$ cat src/rtl/alu_cmd_sequencer_pkg.sv
// Shared definitions for the ALU command sequencer slice.
//   ALU_DW        : width of the companion combinational ALU
//   OPW           : ALU opcode width
//   OP_*          : ALU opcode encodings
//   state_e       : sequencer FSM states
//   is_zero()     : zero-flag helper for results
package alu_cmd_sequencer_pkg;

  localparam int ALU_DW = 8;
  localparam int OPW    = 3;

  localparam logic [OPW-1:0] OP_NOT  = 3'b000;
  localparam logic [OPW-1:0] OP_OR   = 3'b001;
  localparam logic [OPW-1:0] OP_XOR  = 3'b010;
  localparam logic [OPW-1:0] OP_AND  = 3'b011;
  localparam logic [OPW-1:0] OP_MULN = 3'b100;
  localparam logic [OPW-1:0] OP_ADD  = 3'b101;
  localparam logic [OPW-1:0] OP_SUB  = 3'b110;
  localparam logic [OPW-1:0] OP_ZERO = 3'b111;

  typedef enum logic [1:0] {
    IDLE = 2'd0,
    EXEC = 2'd1,
    WB   = 2'd2
  } state_e;

  function automatic logic is_zero(input logic [ALU_DW-1:0] v);
    return (v == '0);
  endfunction

endpackage

$ cat src/rtl/alu_cmd_sequencer_if.sv
// Command and result handshake bundle for the ALU command sequencer.
//   cmd_* : command channel (valid/ready), master -> sequencer
//   res_* : result channel (valid/ready), sequencer -> master
// modport master : command producer / result consumer
// modport slave  : the sequencer
interface alu_cmd_sequencer_if
  import alu_cmd_sequencer_pkg::*;
#(
  parameter int DW = 8,
  parameter int AW = 2
);
  logic           cmd_valid;
  logic           cmd_ready;
  logic           cmd_load;
  logic [OPW-1:0] cmd_op;
  logic [AW-1:0]  cmd_dst;
  logic [AW-1:0]  cmd_src_a;
  logic [AW-1:0]  cmd_src_b;
  logic           cmd_imm_en;
  logic [DW-1:0]  cmd_imm;

  logic           res_valid;
  logic           res_ready;
  logic [DW-1:0]  res_data;
  logic [AW-1:0]  res_dst;
  logic           res_zero;

  modport master (
    output cmd_valid, cmd_load, cmd_op, cmd_dst, cmd_src_a, cmd_src_b,
           cmd_imm_en, cmd_imm, res_ready,
    input  cmd_ready, res_valid, res_data, res_dst, res_zero
  );

  modport slave (
    input  cmd_valid, cmd_load, cmd_op, cmd_dst, cmd_src_a, cmd_src_b,
           cmd_imm_en, cmd_imm, res_ready,
    output cmd_ready, res_valid, res_data, res_dst, res_zero
  );

endinterface

$ cat src/rtl/alu_cmd_sequencer_regfile.sv
// Operand register file for the ALU command sequencer.
//   clk, rst_n          : clock, async active-low reset (clears all entries)
//   we, waddr, wdata    : single write port
//   ra_addr / ra_data   : operand A read (combinational)
//   rb_addr / rb_data   : operand B read (combinational)
//   rd_addr / rd_data   : debug read (combinational)
module alu_cmd_sequencer_regfile #(
  parameter int DW   = 8,
  parameter int NREG = 4,
  parameter int AW   = 2
) (
  input  logic          clk,
  input  logic          rst_n,
  input  logic          we,
  input  logic [AW-1:0] waddr,
  input  logic [DW-1:0] wdata,
  input  logic [AW-1:0] ra_addr,
  output logic [DW-1:0] ra_data,
  input  logic [AW-1:0] rb_addr,
  output logic [DW-1:0] rb_data,
  input  logic [AW-1:0] rd_addr,
  output logic [DW-1:0] rd_data
);

  logic [DW-1:0] regs [NREG];

  always_ff @(posedge clk or negedge rst_n) begin
    if (!rst_n) begin
      for (int i = 0; i < NREG; i++) regs[i] <= '0;
    end else if (we) begin
      regs[waddr] <= wdata;
    end
  end

  assign ra_data = regs[ra_addr];
  assign rb_data = regs[rb_addr];
  assign rd_data = regs[rd_addr];

endmodule

$ cat src/rtl/alu_cmd_sequencer.sv
// Control stage in front of an 8-bit combinational ALU.
//   clk, rst_n        : clock, async active-low reset
//   bus (slave)       : command and result handshakes
//   alu_a/alu_b/alu_op: registered operands and opcode to the ALU
//   alu_out           : ALU result, sampled only in EXEC
//   rd_addr/rd_data   : debug read of the register file
//   op_count          : completed results, wraps modulo 2^CW
// A load writes its immediate and goes straight to WB; an ALU command
// registers its operands, samples the ALU one cycle later in EXEC, writes
// back, then waits in WB until the result is taken.
module alu_cmd_sequencer
  import alu_cmd_sequencer_pkg::*;
#(
  parameter int DW   = 8,
  parameter int NREG = 4,
  parameter int AW   = 2,
  parameter int CW   = 16
) (
  input  logic                 clk,
  input  logic                 rst_n,
  alu_cmd_sequencer_if.slave   bus,
  output logic [DW-1:0]        alu_a,
  output logic [DW-1:0]        alu_b,
  output logic [OPW-1:0]       alu_op,
  input  logic [DW-1:0]        alu_out,
  input  logic [AW-1:0]        rd_addr,
  output logic [DW-1:0]        rd_data,
  output logic [CW-1:0]        op_count
);

  state_e        state_q, state_d;
  logic          accept;
  logic          done;
  logic          we;
  logic [AW-1:0] waddr;
  logic [DW-1:0] wdata;
  logic [AW-1:0] dst_q;
  logic [DW-1:0] ra_data, rb_data;

  alu_cmd_sequencer_regfile #(
    .DW   (DW),
    .NREG (NREG),
    .AW   (AW)
  ) u_regfile (
    .clk     (clk),
    .rst_n   (rst_n),
    .we      (we),
    .waddr   (waddr),
    .wdata   (wdata),
    .ra_addr (bus.cmd_src_a),
    .ra_data (ra_data),
    .rb_addr (bus.cmd_src_b),
    .rb_data (rb_data),
    .rd_addr (rd_addr),
    .rd_data (rd_data)
  );

  // Gated by rst_n so no command appears acceptable while reset is held.
  assign bus.cmd_ready = (state_q == IDLE) && rst_n;
  assign bus.res_valid = (state_q == WB);
  assign accept        = bus.cmd_valid && bus.cmd_ready;
  assign done          = bus.res_valid && bus.res_ready;

  always_ff @(posedge clk or negedge rst_n) begin
    if (!rst_n) state_q <= IDLE;
    else        state_q <= state_d;
  end

  always_comb begin
    state_d = state_q;
    we      = 1'b0;
    waddr   = bus.cmd_dst;
    wdata   = bus.cmd_imm;
    case (state_q)
      IDLE: begin
        if (accept) begin
          if (bus.cmd_load) begin
            we      = 1'b1;
            state_d = WB;
          end else begin
            state_d = EXEC;
          end
        end
      end
      EXEC: begin
        we      = 1'b1;
        waddr   = dst_q;
        wdata   = alu_out;
        state_d = WB;
      end
      WB: begin
        if (bus.res_ready) state_d = IDLE;
      end
      default: state_d = IDLE;
    endcase
  end

  always_ff @(posedge clk or negedge rst_n) begin
    if (!rst_n) begin
      alu_a        <= '0;
      alu_b        <= '0;
      alu_op       <= '0;
      dst_q        <= '0;
      bus.res_data <= '0;
      bus.res_dst  <= '0;
      bus.res_zero <= 1'b0;
      op_count     <= '0;
    end else begin
      if (accept && !bus.cmd_load) begin
        alu_a  <= ra_data;
        alu_b  <= bus.cmd_imm_en ? bus.cmd_imm : rb_data;
        alu_op <= bus.cmd_op;
        dst_q  <= bus.cmd_dst;
      end
      // Result fields track every write-back and stay frozen through WB.
      if (we) begin
        bus.res_data <= wdata;
        bus.res_dst  <= waddr;
        bus.res_zero <= is_zero(wdata);
      end
      if (done) op_count <= op_count + 1'b1;
    end
  end

endmodule
$ cat src/flat_wrapper.sv
// flat-port wrapper written by rule: the top's interface ports become plain ports
module alu_cmd_sequencer_flat import alu_cmd_sequencer_pkg::*;
#(
  parameter int DW   = 8,
  parameter int NREG = 4,
  parameter int AW   = 2,
  parameter int CW   = 16
)
  (clk, rst_n, alu_a, alu_b, alu_op, alu_out, rd_addr, rd_data, op_count, bus_cmd_valid, bus_cmd_load, bus_cmd_op, bus_cmd_dst, bus_cmd_src_a, bus_cmd_src_b, bus_cmd_imm_en, bus_cmd_imm, bus_res_ready, bus_cmd_ready, bus_res_valid, bus_res_data, bus_res_dst, bus_res_zero);
  alu_cmd_sequencer_if #(.DW(DW), .AW(AW)) bus_i ();
  input  logic clk;
  input  logic rst_n;
  output logic [DW-1:0] alu_a;
  output logic [DW-1:0] alu_b;
  output logic [OPW-1:0] alu_op;
  input  logic [DW-1:0] alu_out;
  input  logic [AW-1:0] rd_addr;
  output logic [DW-1:0] rd_data;
  output logic [CW-1:0] op_count;
  input wire logic [$bits(bus_i.cmd_valid)-1:0] bus_cmd_valid;
  input wire logic [$bits(bus_i.cmd_load)-1:0] bus_cmd_load;
  input wire logic [$bits(bus_i.cmd_op)-1:0] bus_cmd_op;
  input wire logic [$bits(bus_i.cmd_dst)-1:0] bus_cmd_dst;
  input wire logic [$bits(bus_i.cmd_src_a)-1:0] bus_cmd_src_a;
  input wire logic [$bits(bus_i.cmd_src_b)-1:0] bus_cmd_src_b;
  input wire logic [$bits(bus_i.cmd_imm_en)-1:0] bus_cmd_imm_en;
  input wire logic [$bits(bus_i.cmd_imm)-1:0] bus_cmd_imm;
  input wire logic [$bits(bus_i.res_ready)-1:0] bus_res_ready;
  output wire logic [$bits(bus_i.cmd_ready)-1:0] bus_cmd_ready;
  output wire logic [$bits(bus_i.res_valid)-1:0] bus_res_valid;
  output wire logic [$bits(bus_i.res_data)-1:0] bus_res_data;
  output wire logic [$bits(bus_i.res_dst)-1:0] bus_res_dst;
  output wire logic [$bits(bus_i.res_zero)-1:0] bus_res_zero;
  assign bus_i.cmd_valid = bus_cmd_valid;
  assign bus_i.cmd_load = bus_cmd_load;
  assign bus_i.cmd_op = bus_cmd_op;
  assign bus_i.cmd_dst = bus_cmd_dst;
  assign bus_i.cmd_src_a = bus_cmd_src_a;
  assign bus_i.cmd_src_b = bus_cmd_src_b;
  assign bus_i.cmd_imm_en = bus_cmd_imm_en;
  assign bus_i.cmd_imm = bus_cmd_imm;
  assign bus_i.res_ready = bus_res_ready;
  assign bus_cmd_ready = bus_i.cmd_ready;
  assign bus_res_valid = bus_i.res_valid;
  assign bus_res_data = bus_i.res_data;
  assign bus_res_dst = bus_i.res_dst;
  assign bus_res_zero = bus_i.res_zero;
  alu_cmd_sequencer #(.DW(DW), .NREG(NREG), .AW(AW), .CW(CW)) u_core (.clk(clk), .rst_n(rst_n), .bus(bus_i), .alu_a(alu_a), .alu_b(alu_b), .alu_op(alu_op), .alu_out(alu_out), .rd_addr(rd_addr), .rd_data(rd_data), .op_count(op_count));
endmodule
$ cat config.mk
export PLATFORM = sky130hd
export DESIGN_NAME = alu_cmd_sequencer_flat
export DESIGN_NICKNAME = d
export VERILOG_FILES = /design/src/rtl/alu_cmd_sequencer_pkg.sv /design/src/rtl/alu_cmd_sequencer_if.sv /design/src/rtl/alu_cmd_sequencer_regfile.sv /design/src/rtl/alu_cmd_sequencer.sv /design/src/flat_wrapper.sv
export SDC_FILE = /design/constraint.sdc
export NUM_CORES = 1
export LEC_CHECK = 0
export CORE_MARGIN = 3
export CORE_UTILIZATION = 55
export CTS_CLUSTER_SIZE = 30
export DETAILED_ROUTE_END_ITERATION = 12
export PLACE_DENSITY = 0.86
export SLEW_MARGIN = 20
export SYNTH_ARGS = -nofsm -noshare
export SYNTH_HDL_FRONTEND = slang
export SYNTH_SLANG_ARGS = --single-unit
$ cat constraint.sdc
create_clock -name clk -period 2.8 [get_ports clk]
set_input_delay 0.56 -clock clk [delete_from_list [all_inputs] [get_ports clk]]
set_output_delay 0.56 -clock clk [all_outputs]
set_load 0.01 [all_outputs]
=== Word level (Yosys, flattened, before mapping) ===
Index checks and enable logic that the tools add are counted.

* Bits in registers: 82
* Input port bits: 33
* Output and inout bits: 56
* Word-level logic and storage cells: 58

* Add/sub/neg operators: 1
* $lt $le $gt $ge: 5
* Eq/ne operators: 4
* Multiplexer cells: 22
* Bitwise logic cells: 4
* Reductions and logical operators: 9

{| class="wikitable"
|+ Operators with widths
! cell !! number
|-
| 8-bit 2-to-1 mux || 9
|-
| 8-bit binary-select mux with 2-bit select || 3
|-
| 32-bit bitwise mux || 1
|-
| 16-bit by 1-bit adder with 16-bit output (second input constant) || 1
|-
| 8-bit demux with 2-bit select || 1
|-
| 3-bit greater-or-equal comparator (second input constant) || 4
|-
| 2-bit inverter with 3-bit output || 4
|-
| 8-bit zero test || 1
|-
| 2-bit 2-to-1 mux || 4
|-
| 2-bit case mux with 3 select lines || 1
|-
| 1-bit logical AND || 5
|-
| 3-bit by 1-bit < comparator with 1-bit output (second input constant) || 1
|-
| 2-bit by 1-bit equality test with 1-bit output (second input constant) || 1
|-
| 2-bit equality test (second input constant) || 1
|-
| 2-bit zero test || 1
|-
| 1-bit 2-to-1 mux || 2
|-
| 2-bit by 1-bit != test with 1-bit output (second input constant) || 1
|-
| 2-bit != test (second input constant) || 1
|-
| 1-bit case mux with 2 select lines || 1
|-
| 2-bit AND reduction || 1
|-
| 1-bit zero test || 1
|}

=== Logic depth before layout (Yosys ltp) ===
* Depth after elaboration: 8
* Depth in mapped cells: 5
* Depth with buffers taken out: 5

=== Modules after synthesis ===
From an unflattened synthesis, not the netlist that was laid out.

* Cell total of the unflattened synthesis: 276
* Area, all modules: 3997.6 um2

{| class="wikitable"
|+ Modules (own cells, without submodules)
! module !! instances !! cells each !! area an instance (um2) !! sequential area each (um2)
|-
| alu_cmd_sequencer || 1 || 178 || 2218.4 || 1251.2
|-
| alu_cmd_sequencer_regfile || 1 || 98 || 1779.2 || 800.8
|}

=== Worst setup path before layout ===
No wires, ideal clock.

* Path kind: input -> output
* Start point: input port rd_addr[0]
* End point: output port rd_data[0]
* Arrival time: 1.348 ns
* Data required time: 2.240 ns
* Setup slack: 0.892 ns
* Stages: 2
* Buffers on the path: 1
* Cells stage by stage: buf_2 mux4_2

* Cells in the longest elaborated chain, start to end: 4

{| class="wikitable"
|+ RTL lines
! item !! RTL line !! RTL
|-
| start, declared || flat_wrapper.sv:17 || <nowiki>input logic [AW-1:0] rd_addr;</nowiki>
|-
| 2-bit inverter with 3-bit output (not written as such) || alu_cmd_sequencer_regfile.sv:37 || <nowiki>assign rd_data = regs[rd_addr];</nowiki>
|-
| 8-bit binary-select mux with 2-bit select || alu_cmd_sequencer_regfile.sv:37 ||
|-
| 8-bit 2-to-1 mux (not written as such) (2 in series) || alu_cmd_sequencer_regfile.sv:37 ||
|-
| end, declared || flat_wrapper.sv:18 || <nowiki>output logic [DW-1:0] rd_data;</nowiki>
|}

No other way between the ends. The select of a mux whose other input is x is not followed.

=== Final worst setup path ===
* Start point: input port rd_addr[0]
* End point: output port rd_data[4]

The elaborated chain is that of the path after synthesis.

==> flow_metrics.tcl <==
set metrics [dict create \
    wl_mm 9.90 \
    synthesis.area_sq_um 4030 \
    dr.max_layer_used "met4" \
    clock-skew-final_ps 8.15 \
    report.final.hold_viol_count 0 \
    cellLeakagePower_uw 0.00228 \
    wl_met3_um 620 \
    status "completed" \
    max_slew.worst_pin.slew_ps 805 \
    synth_fp_nets 334 \
    comb_power_share 0.352 \
    postPlaceCellArea_sq_um 5020 \
    place_hpwl_mm 6.99 \
    worst-r2r-setup-slack_ps 630 \
    die_w_um 91.5 \
    cts_htree_levels 3 \
    synth_edf_count 0 \
    clk_path_buf_depth 2 \
    clkLatencyLatePin_ps 350 \
    layout-drive-gt1-share 0.270 \
    r2r-start "u_core.state_q[1]" \
    synth-seq-cells 82 \
    dr_wl_met2_mm 4.96 \
    area_delta_synth_final_pct 29.9 \
    syn_inst 300 \
    r2r_cells 4 \
    cp_data_required_time_ps 2240 \
    synth.avg_cell_area_sq_um 13.4 \
    start_kind "input port" \
    routabilityCongestion 0.807 \
    dieArea_sq_um 8380 \
    timing.final.crit_share 0.925 \
    pre_cts_slack_ps -0.929 \
    routedWlPerCell_um 20.1 \
    cts_buffers 9 \
    max-cap-violations 0 \
    critical_path_class "in2out" \
    holdBufCountCts 0 \
    ys_seq_area_frac 0.510 \
    holdCritPathClass "in2async" \
    io_buffer_count 88 \
    root_buffer "clkbuf_8" \
    yosys.area.top_type "dfrtp_1" \
    slew_violations 0 \
    p_sw_frac 0.308 \
    ir_worst_vdd_v 0.000498 \
    path_max_fanout 8 \
    synth-async-reset-ratio 1.00 \
    initial_utilization 0.580 \
    switching_power_uw 1320 \
    grt_pass1_wl_mm 15.7 \
    synth_most_common_cell "dfrtp_1" \
    antenna_found_initial 0 \
    clk_pin_slew_worst_paths_ps 80 \
    drt_iter0_drc 180 \
    grt_max_degree 67 \
    internal-power_uw 2970 \
    clock.fmax_ghz 0.386 \
    synth.distinct_cells 35 \
    p_clk_frac 0.200 \
    ys_top_cells_by_count "dfrtp_1, mux2_2, nand2_1, mux4_2, nor2_1" \
    arrival_ps 2030 \
    timing.rr.end "u_core.u_regfile.regs[29]" \
    holdWs_ps 65.0 \
    slew_headroom 0.464 \
    final_nets 426 \
    cts_tree "done" \
    grt_pass1_vias 2997 \
    post_cts_buffers 0 \
    setup_viol 0 \
    core-area_sq_um 6940 \
    final_area_sq_um 5230 \
    num_vias 2923 \
    vias_per_cell 5.94 \
    power_density_nw_per_um2 822 \
    fin_ws_ps 211 \
    finalPower_uw 4300 \
    pwr-share-seq 0.448 \
    rsz0062_at_grt "no" \
    overflow 0 \
    met1_length_mm 4.13 \
    final_core_util 0.753 \
    postRouteAntennaNets 0 \
    end_kind "primary output" \
    die_h_um 91.5 \
    diodes 0 \
    drc 0 \
    yosysTopAreaCellShare 0.510 \
    synth.area.top_cells "dfrtp_1, mux2_2, mux4_2, nand2_1, mux2i_1" \
    layout_min_cycle_time_ps 2590 \
    yosysWarnings 0 \
    std_cell_rows 30 \
    synthFlopType "dfrtp_1" \
    cts_sinks 82 \
    ios 89 \
    dr.pass1.iters 4 \
    gr-usage-all-layers 0.245 \
]
==> routing by layer <==
metal,vias to the layer above,track usage
met5,-,0
met4,0,0.0980
met3,16,0.0522
met2,116,0.386
met1,1512,0.334
li1,1279,-
==> stage by stage <==
| step | setup TNS (ps) | instances |
|---|---|---|
| 4_1_cts | 0 | 492 |
| 6_report | 0 | 492 |
| 2_1_floorplan | 0 | 300 |
| 3_3_place_gp | 0 | 477 |
| 5_1_grt | 0 | 492 |
| 3_5_place_dp | -0.929 | 477 |
==> worst max-delay path by stage <==
| stage | start | to | slack [ps] |
|---|---|---|---|
| global route | rd_addr[0] | rd_data[4] | 190 |
| global placement | rd_addr[0] | rd_data[1] | 10 |
| finish | rd_addr[0] | rd_data[4] | 210 |
| CTS | rd_addr[0] | rd_data[1] | 3 |
| floorplan | rd_addr[0] | rd_data[0] | 890 |
| detailed placement | rd_addr[0] | rd_data[4] | -0.9 |
==> cells in the final DEF (no fill, tap or decap), types with 2 or more instances in the layout <==
| cell type | count |
|---|---|
| buf_4 | 7 |
| nor3_1 | 4 |
| xor2_1 | 6 |
| mux2i_1 | 8 |
| inv_1 | 2 |
| nor4_1 | 4 |
| dfrtp_1 | 82 |
| mux2_2 | 54 |
| clkinv_2 | 2 |
| clkbuf_8 | 10 |
| a31oi_1 | 4 |
| nand4_1 | 2 |
| and3_1 | 3 |
| nor3b_1 | 5 |
| clkdlybuf4s50_1 | 79 |
| o21ai_2 | 2 |
| nand3_1 | 9 |
| nor2_1 | 15 |
| a21oi_1 | 8 |
| nand2_1 | 32 |
| xnor2_1 | 9 |
| mux4_2 | 24 |
| clkinvlp_4 | 2 |
| dlymetal6s2s_1 | 7 |
==> final cells by class <==
cell class              instances  area, sq um
clock inverters                 5         55.1
flip-flops and latches         82         2050
repair buffers                 95          960
multi-input cells             202         1900
clock buffers                  10          138
fillers                       431         1720
well taps                      96          120
inverters                       2         7.51
==> timing repair <==
action	CTS	global route
resized for setup	1	7
endpoints found under the hold margin	0	0
cloned	0	0
setup endpoints to repair	1	7
==> cell families (layout without fill, tap and decap cells) <==
family,Yosys count,after routing,synth area share
DFF,82,82,0.510
AOI/OAI and AO/OA,17,17,0.0283
and+or+nand+nor,83,83,0.102
xor gates and xnor gates,15,15,0.0326
muxes,86,86,0.305
buffers and inverters,16,112,0.0193
adders and majority gates,1,1,0.00311
==> power groups by stage <==
stage	sequential (uW)	clock, uW	combinational (uW)
after global routing	1980	915	1610
after global placement	1900	0	1480
final	1930	859	1510
after floorplan	1920	0	740
after CTS	1920	864	1540
after detailed placement	1930	0	1530
==> critical path, stage by stage <==
cell	delay [ps]
clkdlybuf4s50_1	510
buf_12	150
mux4_2	500
dlygate4sd2_1	310
==> flip-flops by register name, summed over array words and instances (netlist names) <==
name	count
u_core.u_regfile.regs	32
u_core.op_count	16
u_core.alu_a	8
u_core.alu_b	8
u_core.bus.res_data	8
u_core.alu_op	3
u_core.bus.res_dst	2
u_core.dst_q	2
u_core.state_q	2
u_core.bus.res_zero	1
No activity file was read; power rests on OpenSTA's default activity.
==> edit 1: new RTL, config.mk and constraints unchanged <==
`AW` is set to 2 in 4 places; all go to 1.
--- a/src/rtl/alu_cmd_sequencer_if.sv
+++ b/src/rtl/alu_cmd_sequencer_if.sv
@@ -7,7 +7,7 @@
   import alu_cmd_sequencer_pkg::*;
 #(
   parameter int DW = 8,
-  parameter int AW = 2
+  parameter int AW = 1
 );
   logic           cmd_valid;
   logic           cmd_ready;
--- a/src/rtl/alu_cmd_sequencer_regfile.sv
+++ b/src/rtl/alu_cmd_sequencer_regfile.sv
@@ -7,7 +7,7 @@
 module alu_cmd_sequencer_regfile #(
   parameter int DW   = 8,
   parameter int NREG = 4,
-  parameter int AW   = 2
+  parameter int AW   = 1
 ) (
   input  logic          clk,
   input  logic          rst_n,
--- a/src/rtl/alu_cmd_sequencer.sv
+++ b/src/rtl/alu_cmd_sequencer.sv
@@ -13,7 +13,7 @@
 #(
   parameter int DW   = 8,
   parameter int NREG = 4,
-  parameter int AW   = 2,
+  parameter int AW   = 1,
   parameter int CW   = 16
 ) (
   input  logic                 clk,
--- a/src/flat_wrapper.sv
+++ b/src/flat_wrapper.sv
@@ -3,7 +3,7 @@
 #(
   parameter int DW   = 8,
   parameter int NREG = 4,
-  parameter int AW   = 2,
+  parameter int AW   = 1,
   parameter int CW   = 16
 )
   (clk, rst_n, alu_a, alu_b, alu_op, alu_out, rd_addr, rd_data, op_count, bus_cmd_valid, bus_cmd_load, bus_cmd_op, bus_cmd_dst, bus_cmd_src_a, bus_cmd_src_b, bus_cmd_imm_en, bus_cmd_imm, bus_res_ready, bus_cmd_ready, bus_res_valid, bus_res_data, bus_res_dst, bus_res_zero);
Ports: changed (5 resized); port bits go from 89 to 84. The function was not compared with the original's and may differ.
==> edit 1 against the original RTL <==
- cell area fell by 21%
- setup slack worse by 1.6 ps
- power is 21% lower
- wire length decreased by 24%
- sequential cell count is 18 lower
- critical path depth did not move
- synthesized area shrank 26%
- maximum frequency is essentially flat
- critical endpoint is now rd_data[5]
- highest routed layer unchanged
==> edit 1: results (changes against the original RTL) <==
status=finished clean (unchanged); Port-buffer cells=83 (was 88); # fillers=338 (was 431); r2r setup slk=440 ps (was 630 ps); minimum clock period=2591 ps (was 2589 ps); routed wire length=7557 um (was 9903 um); post-synthesis cell type count=33 (was 35); Seq/Total Area, Yosys=53.42% (was 50.98%); CTS Root Cell=clkbuf_8 (unchanged); routability congestion estimate=0.8494 (was 0.8067); placement-stage cell area=3875 sq um (was 5019 sq um); Min-Delay Path Class=input port to asynchronous set/reset pin (unchanged); GR Util met2=39.90% (was 38.59%); Synth area leaders=dfrtp_1, mux2i_1, mux2_2, o21ai_0, nand2_1 (was dfrtp_1, mux2_2, mux4_2, nand2_1, mux2i_1); cts repair resizes=0 (was 1); Nets=388 (was 426); TritonCTS buffer count=9 (unchanged); drt pass-1 iters=4 (unchanged); Synth Net Count=305 (was 334); buffer count from post-CTS setup fixing=0 (unchanged); latest clock arrival within the worst-skew pair=approximately 340 ps; Leakage Power=0.001771 uW (was 0.002284 uW); worst slew pin tran=1014 ps (was 804.6 ps); Fin Hold WS=467.0 ps (was 65.00 ps); grt met1 use=35.66% (was 33.45%); first-pass GRT wire length=12,340 um (was 15,740 um); vias in the first global route=2,459 (was 2,997); largest net degree at the start of global routing=65 (was 67); dpl cells=417 (was 477); Seq pwr share=41.4% (was 44.8%); Peak VDD IR=0.5040 mV (was 0.4983 mV); pre-CTS setup slack=211.5 ps (was -0.9288 ps); commonest cells in the netlist=dfrtp_1, o21ai_0, nand2_1 (was dfrtp_1, mux2_2, nand2_1); CTS Buffer Depth=2 (unchanged); skew final=7.984 ps (was 8.147 ps); GRT Total Usage=25.77% (was 24.54%); post-DP HPWL=5216 um (was 6987 um); Antenna diodes=0 (unchanged); Util after Layout=79.06% (was 75.28%); P_int=2364 uW (was 2971 uW); initial antenna violation count=0 (unchanged); Vias/cell=5.596 (was 5.941); fin cells=433 (was 492); share of layout cells above drive strength 1=12.67% (was 27.02%); Largest regs=u_core.op_count x16, u_core.u_regfile.regs x16 (was u_core.u_regfile.regs x32, u_core.op_count x16); DRC marker count from the first detailed-route iteration=185 (was 180); Worst Path Max Fanout=8 (unchanged); GR Layer Usage met3=5.418% (was 5.220%); clock slew at reported path FFs=70 ps; Cells after Synth=275 (was 300)
edit 1: cell types whose count changed after synthesis, sizes merged, moves of 4 or more:
cell    change
nor3b       -4
o21ai      +30
mux2i      +16
mux2       -37
dfrtp      -18
o31ai       +7
buf         -4
clkbuf      +6
mux4       -24
a21oi       +8
edit 1: logic make-up after synthesis:
kind of cell	synth area share (%)
adder cells (fa/ha/maj)	0.4173
XOR/XNOR	4.382
multiplexers	14.40
AND/OR/NAND/NOR	11.89
AO/OA/AOI/OAI	12.10
flip-flops	53.42
buffers and inverters	3.380
edit 1: final timing paths:
path,startpoint,end,cells after the start
hold / removal,rst_n,u_core.op_count[13],2
hold reg to reg,u_core.bus.res_data[3],u_core.bus.res_data[3],2
max in group asynchronous,rst_n,u_core.bus.res_data[5],2
min in group clk,u_core.bus.res_data[3],u_core.bus.res_data[3],2
setup / recovery,rd_addr,rd_data[5],4
setup reg to reg,u_core.state_q[1],u_core.u_regfile.regs[16],4
edit 1: worst register-to-register path: cells and delay by family (launching register included):
kind,cells,cell delay (ps)
flops,1,530
mux,2,1200
simple gates,2,520
edit 1: power groups by stage:
stage          clock (uW)  combinational (uW)  sequential (uW)
3_3_place_gp            0                1020             1410
3_5_place_dp            0                1060             1420
4_1_cts               938                1080             1400
6_report              930                1070             1410
2_1_floorplan           0                 422             1430
5_1_grt               981                1170             1450
edit 1: final cells by class:
type | count | share of cell area [%]
Sequential cell | 64 | 38.92
Clock buffer | 12 | 4.013
Multi-Input combinational cell | 191 | 31.47
Timing Repair Buffer | 88 | 21.28
Tap cell | 70 | 2.128
Clock inverter | 4 | 1.824
Inverter | 4 | 0.3649
edit 1: per-layer routing:
layer	share of wire, %	wire length [um]
met5	0	0
met1	44	3327
met3	5.1	383
met4	2.4	179
met2	49	3666
==> edit 2: new RTL, same settings <==
Made on the original files. Make the reset (`rst_n`) synchronous in 3 clocked blocks. Comments in the files are not updated.
--- a/src/rtl/alu_cmd_sequencer_regfile.sv
+++ b/src/rtl/alu_cmd_sequencer_regfile.sv
@@ -24,7 +24,7 @@
 
   logic [DW-1:0] regs [NREG];
 
-  always_ff @(posedge clk or negedge rst_n) begin
+  always_ff @(posedge clk) begin
     if (!rst_n) begin
       for (int i = 0; i < NREG; i++) regs[i] <= '0;
     end else if (we) begin
--- a/src/rtl/alu_cmd_sequencer.sv
+++ b/src/rtl/alu_cmd_sequencer.sv
@@ -61,7 +61,7 @@
   assign accept        = bus.cmd_valid && bus.cmd_ready;
   assign done          = bus.res_valid && bus.res_ready;
 
-  always_ff @(posedge clk or negedge rst_n) begin
+  always_ff @(posedge clk) begin
     if (!rst_n) state_q <= IDLE;
     else        state_q <= state_d;
   end
@@ -95,7 +95,7 @@
     endcase
   end
 
-  always_ff @(posedge clk or negedge rst_n) begin
+  always_ff @(posedge clk) begin
     if (!rst_n) begin
       alu_a        <= '0;
       alu_b        <= '0;
Formal check against the unedited RTL: differs if rst_n is asserted again (counterexample within 4 cycles, from zero or initial values and one cycle with rst_n low); with rst_n held inactive, the same outputs for 4 cycles.
==> edit 2 against the original RTL <==
- wire length down 0.78%
- synthesized area is 4.5% lower
- hold slack gained 390 ps
- first-iteration DRC count rose by 9.4%
- cell area fell by 3.7%
- critical path depth did not move
- die area decreased by 4.2%
- final cell count up 9.3%
- sequential cell count is the same
- setup slack lost 170 ps
- largest cell class unchanged
Power is not compared: it rests on default switching activity, and its combinational part moved more than twofold at a synthesized area within 25%.
==> edit 2: results (changes against the original RTL) <==
status=finished clean (unchanged); post-DP HPWL=7439 um (was 6987 um); buffer count from post-CTS setup fixing=0 (unchanged); worst slew pin tran=788.4 ps (was 804.6 ps); crit path DAT=2190 ps (was 2030 ps); GRT Total Usage=26.23% (was 24.54%); Worst Path Max Fanout=8 (unchanged); share of layout cells above drive strength 1=12.36% (was 27.02%); Switch Pwr=608.1 uW; number of synthesized flops with an enable pin=32 (was 0); vias in the first global route=3,017 (was 2,997); Synth area leaders=dfxtp_1, edfxtp_1, mux4_2, a21oi_1, mux2i_1 (was dfrtp_1, mux2_2, mux4_2, nand2_1, mux2i_1); Min-Delay Path Class=flop to flop (was input port to asynchronous set/reset pin); CP max stage delay=500 ps; slowest CP cell=clkdlybuf4s50_1 (unchanged); Seq/Total Area, Yosys=51.03% (was 50.98%); routability congestion estimate=0.9460 (was 0.8067); Leakage Power=0.001835 uW; TritonCTS buffer count=9 (unchanged); synthesized area per cell=11.02 sq um (was 13.42 sq um); # fillers=455 (was 431); latest clock arrival within the worst-skew pair=350 ps (about the same); drt pass-1 iters=5 (was 4); most frequent cell after synthesis=dfxtp_1 (was dfrtp_1); Vias/cell=5.853 (was 5.941); initial antenna violation count=0 (unchanged); Antenna diodes=0 (unchanged); CTS Buffer Depth=2 (unchanged); Nets=474 (was 426); post-synthesis cell type count=38 (was 35); Largest regs=u_core.u_regfile.regs x32, u_core.op_count x16 (unchanged); commonest cells in the netlist=dfxtp_1, nor2_1, nand2_1 (was dfrtp_1, mux2_2, nand2_1); first-pass GRT wire length=15,640 um (was 15,740 um); DRC marker count from the first detailed-route iteration=197 (was 180); Peak VDD IR=around 0.4 mV; routed wire length=9826 um (was 9903 um); skew final=6.050 ps (was 8.147 ps); cell family with most CP delay=buffers and inverters (unchanged); fin cells=538 (was 492); async set-reset flop share out of synthesis=0% (was 100.0%); total number of H-tree levels=3 (unchanged); dpl cells=522 (was 477); clock slew at reported path FFs=80 ps (about the same); Warnings, synthesis=0 (unchanged); Port-buffer cells=88 (unchanged); Synth Net Count=383 (was 334); CTS Root Cell=clkbuf_8 (unchanged); largest net degree at the start of global routing=30 (was 67)
## edit 2: timing repair
action	CTS	global route
setup endpoints to repair	3	2
hold buffers	0	0
gates resized for setup	3	2
pin swaps	0	0
## edit 2: cells by family after synthesis
family          share of synthesized area, %
buf+inv                                2.766
xor+xnor                               2.050
mux                                    18.48
compound gates                         9.372
flops                                  51.03
simple gates                           15.98
fa+ha+maj                             0.3254
## edit 2: power groups by stage
| stage | registers (uW) | logic (uW) | clock network, uW |
|---|---|---|---|
| floorplan | 1350 | 181 | 0 |
| global placement | 1350 | 362 | 0 |
| detailed placement | 1350 | 371 | 0 |
| CTS | 1330 | 370 | 754 |
| global route | 1330 | 393 | 812 |
| finish | 1330 | 368 | 746 |
## edit 2: metrics by stage
step | setup slack [ps] | instance area [sq um]
2_1_floorplan | 477.9 | 3845
3_3_place_gp | 8.941 | 4873
3_5_place_dp | 3.831 | 4873
4_1_cts | 9.525 | 5031
5_1_grt | 9.762 | 5036
6_report | 45.56 | 5036
## edit 2: area by class of cell
type / instances / area, sq um / share of cell area, %
Clock buffer: 15 / 156.4 / 3.106
Clock inverter: 1 / 5.005 / 0.09938
Inverter: 4 / 15.01 / 0.2981
Multi-Input combinational cell: 242 / 1777 / 35.28
Sequential cell: 82 / 1962 / 38.96
Tap cell: 93 / 116.4 / 2.311
Timing Repair Buffer: 101 / 1005 / 19.95
## edit 2: worst paths after layout
| path | startpoint | to | slack [ps] | cells past startpoint |
|---|---|---|---|---|
| min reg2reg | u_core.alu_op[2] | u_core.alu_op[2] | 460 | 2 |
| min | u_core.alu_op[2] | u_core.alu_op[2] | 460 | 2 |
| max reg2reg | u_core.state_q[1] | u_core.u_regfile.regs[0][4] | 780 | 6 |
| max | rd_addr[0] | rd_data[3] | 50 | 4 |
## edit 2: per-layer routing
metal | global-route usage [%] | part of all wire (%) | up-vias
met5 | 0 | 0 | -
met4 | 9.337 | 1.5 | 0
met3 | 4.380 | 7.1 | 10
met2 | 43.28 | 50 | 145
met1 | 35.18 | 41 | 1526
li1 | - | - | 1468
## edit 2: worst reg2reg max path, stage by stage (launching register included)
cell	delay [ps]
dfxtp_1	480
and2b_2	440
nor3_1	210
a21oi_1	60
buf_4	190
o21ai_0	160
buf_4	200
